## src/rtl/mips_ctrl_pkg.sv

```systemverilog
// Shared definitions for the multicycle MIPS controller: instruction field
// constants, ALU operation codes, datapath mux codes, FSM state encoding and
// the packed bundle of single-bit/mux control outputs.
package mips_ctrl_pkg;

  // Opcodes (IR[31:26])
  localparam logic [5:0] OpRType = 6'h00;
  localparam logic [5:0] OpJ     = 6'h02;
  localparam logic [5:0] OpBeq   = 6'h04;
  localparam logic [5:0] OpAddi  = 6'h08;
  localparam logic [5:0] OpSlti  = 6'h0A;
  localparam logic [5:0] OpAndi  = 6'h0C;
  localparam logic [5:0] OpOri   = 6'h0D;
  localparam logic [5:0] OpLw    = 6'h23;
  localparam logic [5:0] OpSw    = 6'h2B;

  // R-type funct codes (IR[5:0])
  localparam logic [5:0] FnAdd = 6'h20;
  localparam logic [5:0] FnSub = 6'h22;
  localparam logic [5:0] FnAnd = 6'h24;
  localparam logic [5:0] FnOr  = 6'h25;
  localparam logic [5:0] FnNor = 6'h27;
  localparam logic [5:0] FnSlt = 6'h2A;

  // ALU operation select
  localparam logic [3:0] AluAnd  = 4'b0000;
  localparam logic [3:0] AluOr   = 4'b0001;
  localparam logic [3:0] AluAdd  = 4'b0010;
  localparam logic [3:0] AluXnor = 4'b0100;  // reserved, never generated
  localparam logic [3:0] AluSub  = 4'b0110;
  localparam logic [3:0] AluSlt  = 4'b0111;
  localparam logic [3:0] AluNor  = 4'b1100;

  // ALU B operand select
  localparam logic [1:0] SrcBRt    = 2'b00;
  localparam logic [1:0] SrcBFour  = 2'b01;
  localparam logic [1:0] SrcBImm   = 2'b10;
  localparam logic [1:0] SrcBImmSh = 2'b11;

  // PC source select
  localparam logic [1:0] PcSrcAlu    = 2'b00;
  localparam logic [1:0] PcSrcAluOut = 2'b01;
  localparam logic [1:0] PcSrcJump   = 2'b10;

  typedef enum logic [3:0] {
    StFetch, StDecode, StRExec, StRWb, StIExec, StIWb, StMemAddr,
    StMemRd, StLwWb, StMemWr, StBranch, StJump, StIllegal
  } state_e;

  // How the ALU operation is chosen in a given state
  typedef enum logic [1:0] {AluClsAdd, AluClsSub, AluClsFunct, AluClsImm} alu_cls_e;

  typedef struct packed {
    logic       alu_src_a;
    logic [1:0] alu_src_b;
    logic       ext_zero;
    logic       pc_write;
    logic       pc_write_cond;
    logic [1:0] pc_source;
    logic       i_or_d;
    logic       mem_read;
    logic       mem_write;
    logic       ir_write;
    logic       reg_dst;
    logic       reg_write;
    logic       mem_to_reg;
    logic       illegal;
    logic       mem_timeout;
  } ctrl_t;

  function automatic logic is_rtype_funct(logic [5:0] f);
    return f inside {FnAdd, FnSub, FnAnd, FnOr, FnNor, FnSlt};
  endfunction

endpackage

```

## src/rtl/mips_alu_decoder.sv

```systemverilog
// Combinational ALU operation decoder.
//   alu_cls_i : selects fixed ADD/SUB, decode from funct, or decode from opcode
//   opcode_i  : IR[31:26], used for the immediate class
//   funct_i   : IR[5:0], used for the funct class
//   alu_op_o  : 4-bit ALU operation select
module mips_alu_decoder
  import mips_ctrl_pkg::*;
(
  input  alu_cls_e   alu_cls_i,
  input  logic [5:0] opcode_i,
  input  logic [5:0] funct_i,
  output logic [3:0] alu_op_o
);

  always_comb begin
    alu_op_o = AluAdd;
    unique case (alu_cls_i)
      AluClsAdd: alu_op_o = AluAdd;
      AluClsSub: alu_op_o = AluSub;
      AluClsFunct: begin
        case (funct_i)
          FnAdd:   alu_op_o = AluAdd;
          FnSub:   alu_op_o = AluSub;
          FnAnd:   alu_op_o = AluAnd;
          FnOr:    alu_op_o = AluOr;
          FnNor:   alu_op_o = AluNor;
          FnSlt:   alu_op_o = AluSlt;
          default: alu_op_o = AluAdd;
        endcase
      end
      AluClsImm: begin
        case (opcode_i)
          OpAddi:  alu_op_o = AluAdd;
          OpAndi:  alu_op_o = AluAnd;
          OpOri:   alu_op_o = AluOr;
          OpSlti:  alu_op_o = AluSlt;
          default: alu_op_o = AluAdd;
        endcase
      end
      default: alu_op_o = AluAdd;
    endcase
  end

endmodule

```

## src/rtl/mips_multicycle_control.sv

```systemverilog
// Moore FSM controller for the multicycle MIPS datapath.
// Inputs : clock, reset (sync, active-high), opcode/funct from IR, zero (ALU
//          flag, gated into the PC write by the datapath), mem_ready handshake.
// Outputs: ALU op and operand selects, PC/memory/IR/register-file controls,
//          illegal and mem_timeout pulses, retired and illegal_count counters.
module mips_multicycle_control #(
  parameter int unsigned TIMEOUT_CYCLES = 16,
  parameter int unsigned CNT_WIDTH      = 32
) (
  input  logic                 clock,
  input  logic                 reset,
  input  logic [5:0]           opcode,
  input  logic [5:0]           funct,
  input  logic                 zero,
  input  logic                 mem_ready,
  output logic [3:0]           alu_op,
  output logic                 alu_src_a,
  output logic [1:0]           alu_src_b,
  output logic                 ext_zero,
  output logic                 pc_write,
  output logic                 pc_write_cond,
  output logic [1:0]           pc_source,
  output logic                 i_or_d,
  output logic                 mem_read,
  output logic                 mem_write,
  output logic                 ir_write,
  output logic                 reg_dst,
  output logic                 reg_write,
  output logic                 mem_to_reg,
  output logic                 illegal,
  output logic                 mem_timeout,
  output logic [CNT_WIDTH-1:0] retired,
  output logic [CNT_WIDTH-1:0] illegal_count
);
  import mips_ctrl_pkg::*;

  localparam int unsigned WaitW = (TIMEOUT_CYCLES < 2) ? 1 : $clog2(TIMEOUT_CYCLES + 1);
  localparam logic [WaitW-1:0] TimeoutVal = WaitW'(TIMEOUT_CYCLES);

  state_e               state_q, state_d;
  logic [WaitW-1:0]     wait_q;
  logic [CNT_WIDTH-1:0] retired_q, illegal_q;
  ctrl_t                ctl, ctl_out;
  alu_cls_e             alu_cls;
  logic [3:0]           alu_op_raw;
  logic                 wait_state, timeout, retire;

  // The PC write is qualified by zero inside the datapath, not here.
  logic unused_zero;
  assign unused_zero = zero;

  assign wait_state = (state_q == StFetch) || (state_q == StMemRd) || (state_q == StMemWr);
  // A ready arriving on the expiry cycle wins over the timeout.
  assign timeout = (TIMEOUT_CYCLES != 0) && wait_state && !mem_ready && (wait_q == TimeoutVal);

  mips_alu_decoder u_alu_decoder (
    .alu_cls_i (alu_cls),
    .opcode_i  (opcode),
    .funct_i   (funct),
    .alu_op_o  (alu_op_raw)
  );

  always_comb begin
    state_d = state_q;
    ctl     = '0;
    alu_cls = AluClsAdd;
    retire  = 1'b0;
    unique case (state_q)
      StFetch: begin
        ctl.mem_read  = 1'b1;
        ctl.alu_src_b = SrcBFour;
        ctl.pc_source = PcSrcAlu;
        if (mem_ready) begin
          ctl.ir_write = 1'b1;
          ctl.pc_write = 1'b1;
          state_d      = StDecode;
        end else begin
          ctl.mem_timeout = timeout;
        end
      end
      StDecode: begin
        ctl.alu_src_b = SrcBImmSh;
        case (opcode)
          OpRType:                        state_d = is_rtype_funct(funct) ? StRExec : StIllegal;
          OpLw, OpSw:                     state_d = StMemAddr;
          OpBeq:                          state_d = StBranch;
          OpJ:                            state_d = StJump;
          OpAddi, OpAndi, OpOri, OpSlti:  state_d = StIExec;
          default:                        state_d = StIllegal;
        endcase
      end
      StRExec: begin
        ctl.alu_src_a = 1'b1;
        ctl.alu_src_b = SrcBRt;
        alu_cls       = AluClsFunct;
        state_d       = StRWb;
      end
      StRWb: begin
        ctl.reg_dst   = 1'b1;
        ctl.reg_write = 1'b1;
        retire        = 1'b1;
        state_d       = StFetch;
      end
      StIExec: begin
        ctl.alu_src_a = 1'b1;
        ctl.alu_src_b = SrcBImm;
        ctl.ext_zero  = (opcode == OpAndi) || (opcode == OpOri);
        alu_cls       = AluClsImm;
        state_d       = StIWb;
      end
      StIWb: begin
        ctl.reg_write = 1'b1;
        retire        = 1'b1;
        state_d       = StFetch;
      end
      StMemAddr: begin
        ctl.alu_src_a = 1'b1;
        ctl.alu_src_b = SrcBImm;
        state_d       = (opcode == OpLw) ? StMemRd : StMemWr;
      end
      StMemRd: begin
        ctl.mem_read    = 1'b1;
        ctl.i_or_d      = 1'b1;
        ctl.mem_timeout = timeout;
        if (mem_ready)    state_d = StLwWb;
        else if (timeout) state_d = StFetch;
      end
      StLwWb: begin
        ctl.reg_write  = 1'b1;
        ctl.mem_to_reg = 1'b1;
        retire         = 1'b1;
        state_d        = StFetch;
      end
      StMemWr: begin
        ctl.mem_write   = 1'b1;
        ctl.i_or_d      = 1'b1;
        ctl.mem_timeout = timeout;
        if (mem_ready) begin
          retire  = 1'b1;
          state_d = StFetch;
        end else if (timeout) begin
          state_d = StFetch;
        end
      end
      StBranch: begin
        ctl.alu_src_a     = 1'b1;
        ctl.alu_src_b     = SrcBRt;
        ctl.pc_write_cond = 1'b1;
        ctl.pc_source     = PcSrcAluOut;
        alu_cls           = AluClsSub;
        retire            = 1'b1;
        state_d           = StFetch;
      end
      StJump: begin
        ctl.pc_write  = 1'b1;
        ctl.pc_source = PcSrcJump;
        retire        = 1'b1;
        state_d       = StFetch;
      end
      StIllegal: begin
        ctl.illegal = 1'b1;
        state_d     = StFetch;
      end
      default: state_d = StFetch;
    endcase
  end

  always_ff @(posedge clock) begin
    if (reset) begin
      state_q   <= StFetch;
      wait_q    <= '0;
      retired_q <= '0;
      illegal_q <= '0;
    end else begin
      state_q <= state_d;
      // Timeout in FETCH keeps the state, so it must clear the counter explicitly.
      if ((state_d != state_q) || timeout || mem_ready) begin
        wait_q <= '0;
      end else if (wait_state && (wait_q != '1)) begin
        wait_q <= wait_q + WaitW'(1);
      end
      if (retire)                 retired_q <= retired_q + CNT_WIDTH'(1);
      if (state_q == StIllegal)   illegal_q <= illegal_q + CNT_WIDTH'(1);
    end
  end

  // Reset squashes every control strobe, including a write pending this cycle.
  assign ctl_out = reset ? '0 : ctl;
  assign alu_op  = reset ? 4'b0000 : alu_op_raw;

  assign alu_src_a     = ctl_out.alu_src_a;
  assign alu_src_b     = ctl_out.alu_src_b;
  assign ext_zero      = ctl_out.ext_zero;
  assign pc_write      = ctl_out.pc_write;
  assign pc_write_cond = ctl_out.pc_write_cond;
  assign pc_source     = ctl_out.pc_source;
  assign i_or_d        = ctl_out.i_or_d;
  assign mem_read      = ctl_out.mem_read;
  assign mem_write     = ctl_out.mem_write;
  assign ir_write      = ctl_out.ir_write;
  assign reg_dst       = ctl_out.reg_dst;
  assign reg_write     = ctl_out.reg_write;
  assign mem_to_reg    = ctl_out.mem_to_reg;
  assign illegal       = ctl_out.illegal;
  assign mem_timeout   = ctl_out.mem_timeout;
  assign retired       = retired_q;
  assign illegal_count = illegal_q;

endmodule

```

## config.mk

```make
export PLATFORM = sky130hd
export DESIGN_NAME = mips_multicycle_control
export DESIGN_NICKNAME = d
export VERILOG_FILES = /design/src/rtl/mips_ctrl_pkg.sv /design/src/rtl/mips_alu_decoder.sv /design/src/rtl/mips_multicycle_control.sv
export SDC_FILE = /design/constraint.sdc
export NUM_CORES = 1
export LEC_CHECK = 0
export CAP_MARGIN = 25
export CORE_UTILIZATION = 30
export DETAILED_ROUTE_END_ITERATION = 16
export SYNTH_ARGS = -nofsm -noshare
export SYNTH_HDL_FRONTEND = slang
export SYNTH_SLANG_ARGS = --single-unit
export TNS_END_PERCENT = 1
```

## constraint.sdc

```tcl
create_clock -name clock -period 2.85 [get_ports clock]
set_input_delay 0.285 -clock clock [delete_from_list [all_inputs] [get_ports clock]]
set_output_delay 0.285 -clock clock [all_outputs]
set_load 0.005 [all_outputs]
```

Word-level counts from Yosys, hierarchy flattened
Cells that the tools add are included.
Widths: inputs -> output; s select.

word-level totals
  register bits = 73
  latch bits = 0
  memory bits (writable) = 0
  memory bits (read-only) = 0
  input port bits = 16
  output and inout bits = 85
  memories kept = 0

operators by class
  $add $sub $neg = 3
  multipliers = 0
  divide/modulo/power cells = 0
  $lt $le $gt $ge = 0
  equal/unequal tests = 32
  shifts and indexed selects = 0
  multiplexer cells = 32
  bitwise gates (word level) = 0
  reductions and logical operators = 22

operator list
  cell                   count
  $add 32x1->32 const B  2
  $eq 6x6->1 const B     8
  $pmux 4 s5             2
  $mux 4                 7
  $pmux 4 s7             1
  $eq 6x4->1 const B     4
  $eq 4x4->1 const B     5
  $mux 17                1
  $eq 4x3->1 const B     4
  $pmux 4 s4             1
  $mux 1                 13
  $pmux 2 s3             2
  $reduce_or 2->1        5
  $pmux 3 s3             1
  $eq 4x2->1 const B     2
  $reduce_or 4->1        2
  $eq 6x2->1 const B     1
  $eq 6x3->1 const B     1
  $logic_not 6->1        1
  $pmux 1 s2             3
  $reduce_bool 6->1      1
  $add 5x1->5 const B    1
  $eq 5x5->1 const B     1
  $logic_or 1x1->1       5
  12 further kinds       15

Depth between registers and ports, before layout
  depth in word-level cells = 12
  gate-level depth with buffers = 7
  gate-level depth less buffers = 7

Hierarchy
Synthesis repeated with hierarchy kept, for this count alone.

unflattened totals
  cell total of the unflattened synthesis = 515
  area total of the unflattened synthesis = 4216.5 um^2

by module, submodules not included
  module                   instances  cells each  area an instance (um^2)  seq. area each (um^2)
  mips_multicycle_control  1          494         4066.4                   1461.4
  mips_alu_decoder         1          21          150.1                    0.0

Least setup slack after synthesis
Ideal clock, no wire load.

  kind = register to register
  start point = reg retired_q[5], in the netlist retired[5]
  end point = reg retired_q[26], in the netlist retired[26]
  setup time = 0.070 ns
  data arrival time = 2.468 ns
  path slack = 0.311 ns
  stages on the path, launching flop included = 8
  path buffers = 2
  cell sequence = dfxtp_1 nand4_2 or4_4 buf_6 or4_4 buf_6 or4_1 a21oi_1

between the ends
  longest elaborated chain between the ends = 1

RTL lines
  item                    RTL line                        source
  start, declared         mips_multicycle_control.sv:42   logic [CNT_WIDTH-1:0] retired_q, illegal_q;
  start signal, assigned  mips_multicycle_control.sv:182  if (retire) retired_q <= retired_q + CNT_WIDTH'(1);
  $add 32x1->32           mips_multicycle_control.sv:182

No other way between the ends.
A chain may end at the register's enable or synchronous reset.

Worst setup path in the final report
  start point = reg state_q[1]
  end point = out alu_op[0]

between the ends
  longest elaborated chain between the ends = 5
  elaborated cells between the ends (all ways) = 10
  classes of those cells = eq/ne: 6; mux: 3; reduce/logical: 1

RTL lines
  item                                      RTL line                        source
  start, declared                           mips_multicycle_control.sv:40   state_e state_q, state_d;
  start signal, assigned                    mips_multicycle_control.sv:170  state_q <= StFetch;
  start signal, assigned                    mips_multicycle_control.sv:175  state_q <= state_d;
  $eq 4x4->1, or another cell as far along  mips_multicycle_control.sv:68   unique case (state_q)
  $pmux 2 s3 (*)                            mips_multicycle_control.sv:68
  $eq 2x2->1, or another cell as far along  mips_alu_decoder.sv:17          unique case (alu_cls_i)
  $pmux 4 s4 (*)                            mips_alu_decoder.sv:17
  $mux 4 (*)                                mips_multicycle_control.sv:189  assign alu_op = reset ? 4'b0000 : alu_op_raw;
  end, declared                             mips_multicycle_control.sv:16   output logic [3:0] alu_op,

Mark *: on every way between the ends. The rest lies on a longest branch, timed or not.

==> results.json <==
{
  "outcome": "complete, no violations",
  "synth_fa_ha_area_frac": 0.0146,
  "synth_edf_count": 0,
  "gr-usage-all-layers": 0.161,
  "holdPathEnd": "state_q[3]",
  "num_rows": 43,
  "finalCriticalPeriod_ns": 2.66,
  "tritoncts": "done",
  "final_common_cell": "clkdlybuf4s50_1",
  "nFillCells": 1431,
  "rr_startpoint": "retired[5]",
  "fin_skew_ns": 0.00766,
  "drt-vias-per-instance": 5.14,
  "synthDominantCellAreaShare": 0.342,
  "synth_seq_cells": 73,
  "clk_pin_slew_ns": 0.06,
  "holdPathStages": 2,
  "clk_path_buf_depth": 2,
  "cp_data_arrival_time_ns": 2.38,
  "cp-end-kind": "primary output",
  "syn2layout_area_growth_pct": 36.7,
  "drive_gt1_frac": 0.0863,
  "cts_made_buffers": 9,
  "grt_remaining_overflow": 0,
  "synth_compound_area_frac": 0.149,
  "ys_seq_area_frac": 0.342,
  "clock.fmax_mhz": 376,
  "power_leakage_nw": 1.88,
  "initial_utilization": 0.308,
  "critPathMaxFanout": 9,
  "antenna_found_initial": 0,
  "cts-root-buf": "clkbuf_16",
  "ir_drop_mv": 0.259,
  "netlist_instances": 545,
  "diodes": 0,
  "drt-initial-drc-count": 342,
  "crit_type": "flip-flop to primary output",
  "critPathLaunchType": "flip-flop",
  "die_y_um": 121,
  "ys.flop_type": "dfxtp_1",
  "yosysTopAreaCell": "dfxtp_1",
  "synth_top_family_by_area": "simple AND/OR/NAND/NOR gates",
  "ff2ff_path_depth": 5,
  "layout_common_cells": "clkdlybuf4s50_1, dfxtp_1, nor2_1, nand2_1, xnor2_1",
  "hold_class": "input pin to flip-flop",
  "cts_sinks": 73,
  "post-route-util": 0.421,
  "fp.dieArea_um2": 14700,
  "drt-total-wl_um": 11600,
  "insertion_delay_ns": 0.33,
  "grt_pass1_wl_um": 19300,
  "netlist_area_um2": 4270,
  "hpwlAfterDp_um": 8310,
  "maxCapViolCount": 0,
  "ys_warn_count": 0,
  "syn-num-nets": 566,
  "yosys-top-cells-area": "dfxtp_1, nor2_1, xnor2_1, a21oi_1, nand2_1",
  "fin_setup_tns_ns": 0,
  "nNetsFinal": 665,
  "min_from": "reset",
  "yosysUniqueCellTypes": 58,
  "r2r-end": "retired[24]",
  "slew_headroom": 0.471,
  "drv_slew": 0,
  "setup_viol_count_final": 0,
  "ios": 101,
  "grt_max_degree": 45,
  "die_width_um": 121,
  "wl_per_cell_um": 13.9,
  "ant_nets": 0,
  "drc_errors": 0,
  "hold_viol": 0,
  "first_pass_iters": 4,
  "synth-xor-area-share": 0.0800,
  "port-buffer-count": 99,
  "avgSynthCellArea_um2": 7.84,
  "finalWeightedCongestion": 0.862,
  "finalCritPeriodShare": 0.934,
  "core_area_um2": 13900,
  "worst_pin_slew_ns": 0.791,
  "first_global_vias": 3951,
  "htree_levels": 3,
  "cellPowerDensity_nw_per_um2": 468,
  "rsz0062_at_grt": "no",
  "async_flop_share": 0,
  "rrSetupSlack_ns": 0.29,
  "cp.required_ns": 2.57,
  "synthMuxAreaShare": 0.0278,
  "vias": 4262,
  "yosys.area_share.simple": 0.335
}
==> layout make-up <==
cell class	instances	area, µm²	share of cell area
clock buffers	9	225	0.0386
clock inverters	7	101	0.0174
inverters	22	82.6	0.0141
multi-input cells	418	2600	0.445
flip-flops and latches	73	1460	0.250
well taps	180	225	0.0386
repair buffers	120	1140	0.196
==> power breakdown <==
| part | switching [mW] | internal (mW) | total [mW] |
|---|---|---|---|
| sequential | 0.0174 | 1.04 | 1.05 |
| clock | 0.475 | 0.776 | 1.25 |
| combinational | 0.240 | 0.190 | 0.430 |
==> per-stage QoR <==
stage | area, µm² | hold WS, ns | total power, mW | cells | worst slack [ns]
final | 5840 | 0.367 | 2.74 | 829 | 0.189
after global routing | 5840 | 0.377 | 2.87 | 829 | 0.00402
after CTS | 5830 | 0.347 | 2.78 | 829 | 0.0665
after detailed placement | 5510 | 0.494 | 1.50 | 813 | 0.300
after global placement | 5510 | 0.479 | 1.50 | 813 | 0.281
after floorplan | 4270 | 0.477 | 1.34 | 545 | 0.311
==> cells by family (layout without fill, tap and decap cells) <==
family,Yosys count,in the layout
compound gates,97,97
flops,73,73
xor+xnor,39,39
buf+inv,54,158
fa+ha+maj,5,5
mux,11,11
simple gates,266,266
==> flip-flops by register name, summed over array words and instances, names as in the netlist <==
| name | count |
|---|---|
| state_q | 4 |
| illegal_count | 32 |
| retired | 32 |
| wait_q | 5 |
==> routing by layer <==
layer | GRT usage | up-vias | wire length (µm)
met5 | 0 | - | 0
met4 | 0.0409 | 0 | 48
met3 | 0.0409 | 4 | 549
met2 | 0.261 | 90 | 5480
met1 | 0.212 | 2008 | 5480
li1 | - | 2160 | -
==> synth_stat cells, drive strengths merged (10+ instances only) <==
master  instances
dfxtp          73
nor2           72
nand2          34
xnor2          30
a21oi          27
clkbuf         27
nand3          23
inv            22
nor3           22
o21ai          19
nor2b          16
nor4           16
nand4          15
or4            13
nand2b         12
o31ai          10
==> worst max-delay path, stage by stage (launching register included) <==
cell             delay (ns)
dfxtp_1                0.40
nor2_1                 0.22
inv_1                  0.09
nor4_2                 0.27
nand2_1                0.09
a2111oi_0              0.40
clkdlybuf4s50_1        0.59
==> worst max path at each step <==
stage                           from     endpoint  slack (ns)  cells after the start
after floorplan           retired[5]  retired[26]        0.31                      7
after global placement     opcode[5]    alu_op[0]        0.28                      6
after detailed placement   opcode[5]    alu_op[0]        0.30                      6
after CTS                 state_q[1]    alu_op[0]        0.07                      6
after global routing      state_q[1]    alu_op[0]       0.004                      6
final                     state_q[1]    alu_op[0]        0.19                      6
==> repair_timing <==
action	in CTS	in global routing
resized for setup	0	1
endpoints found under the setup margin	0	1
buffers inserted	0	0
hold buffers	0	0
No activity file was read; power rests on OpenSTA's default activity.
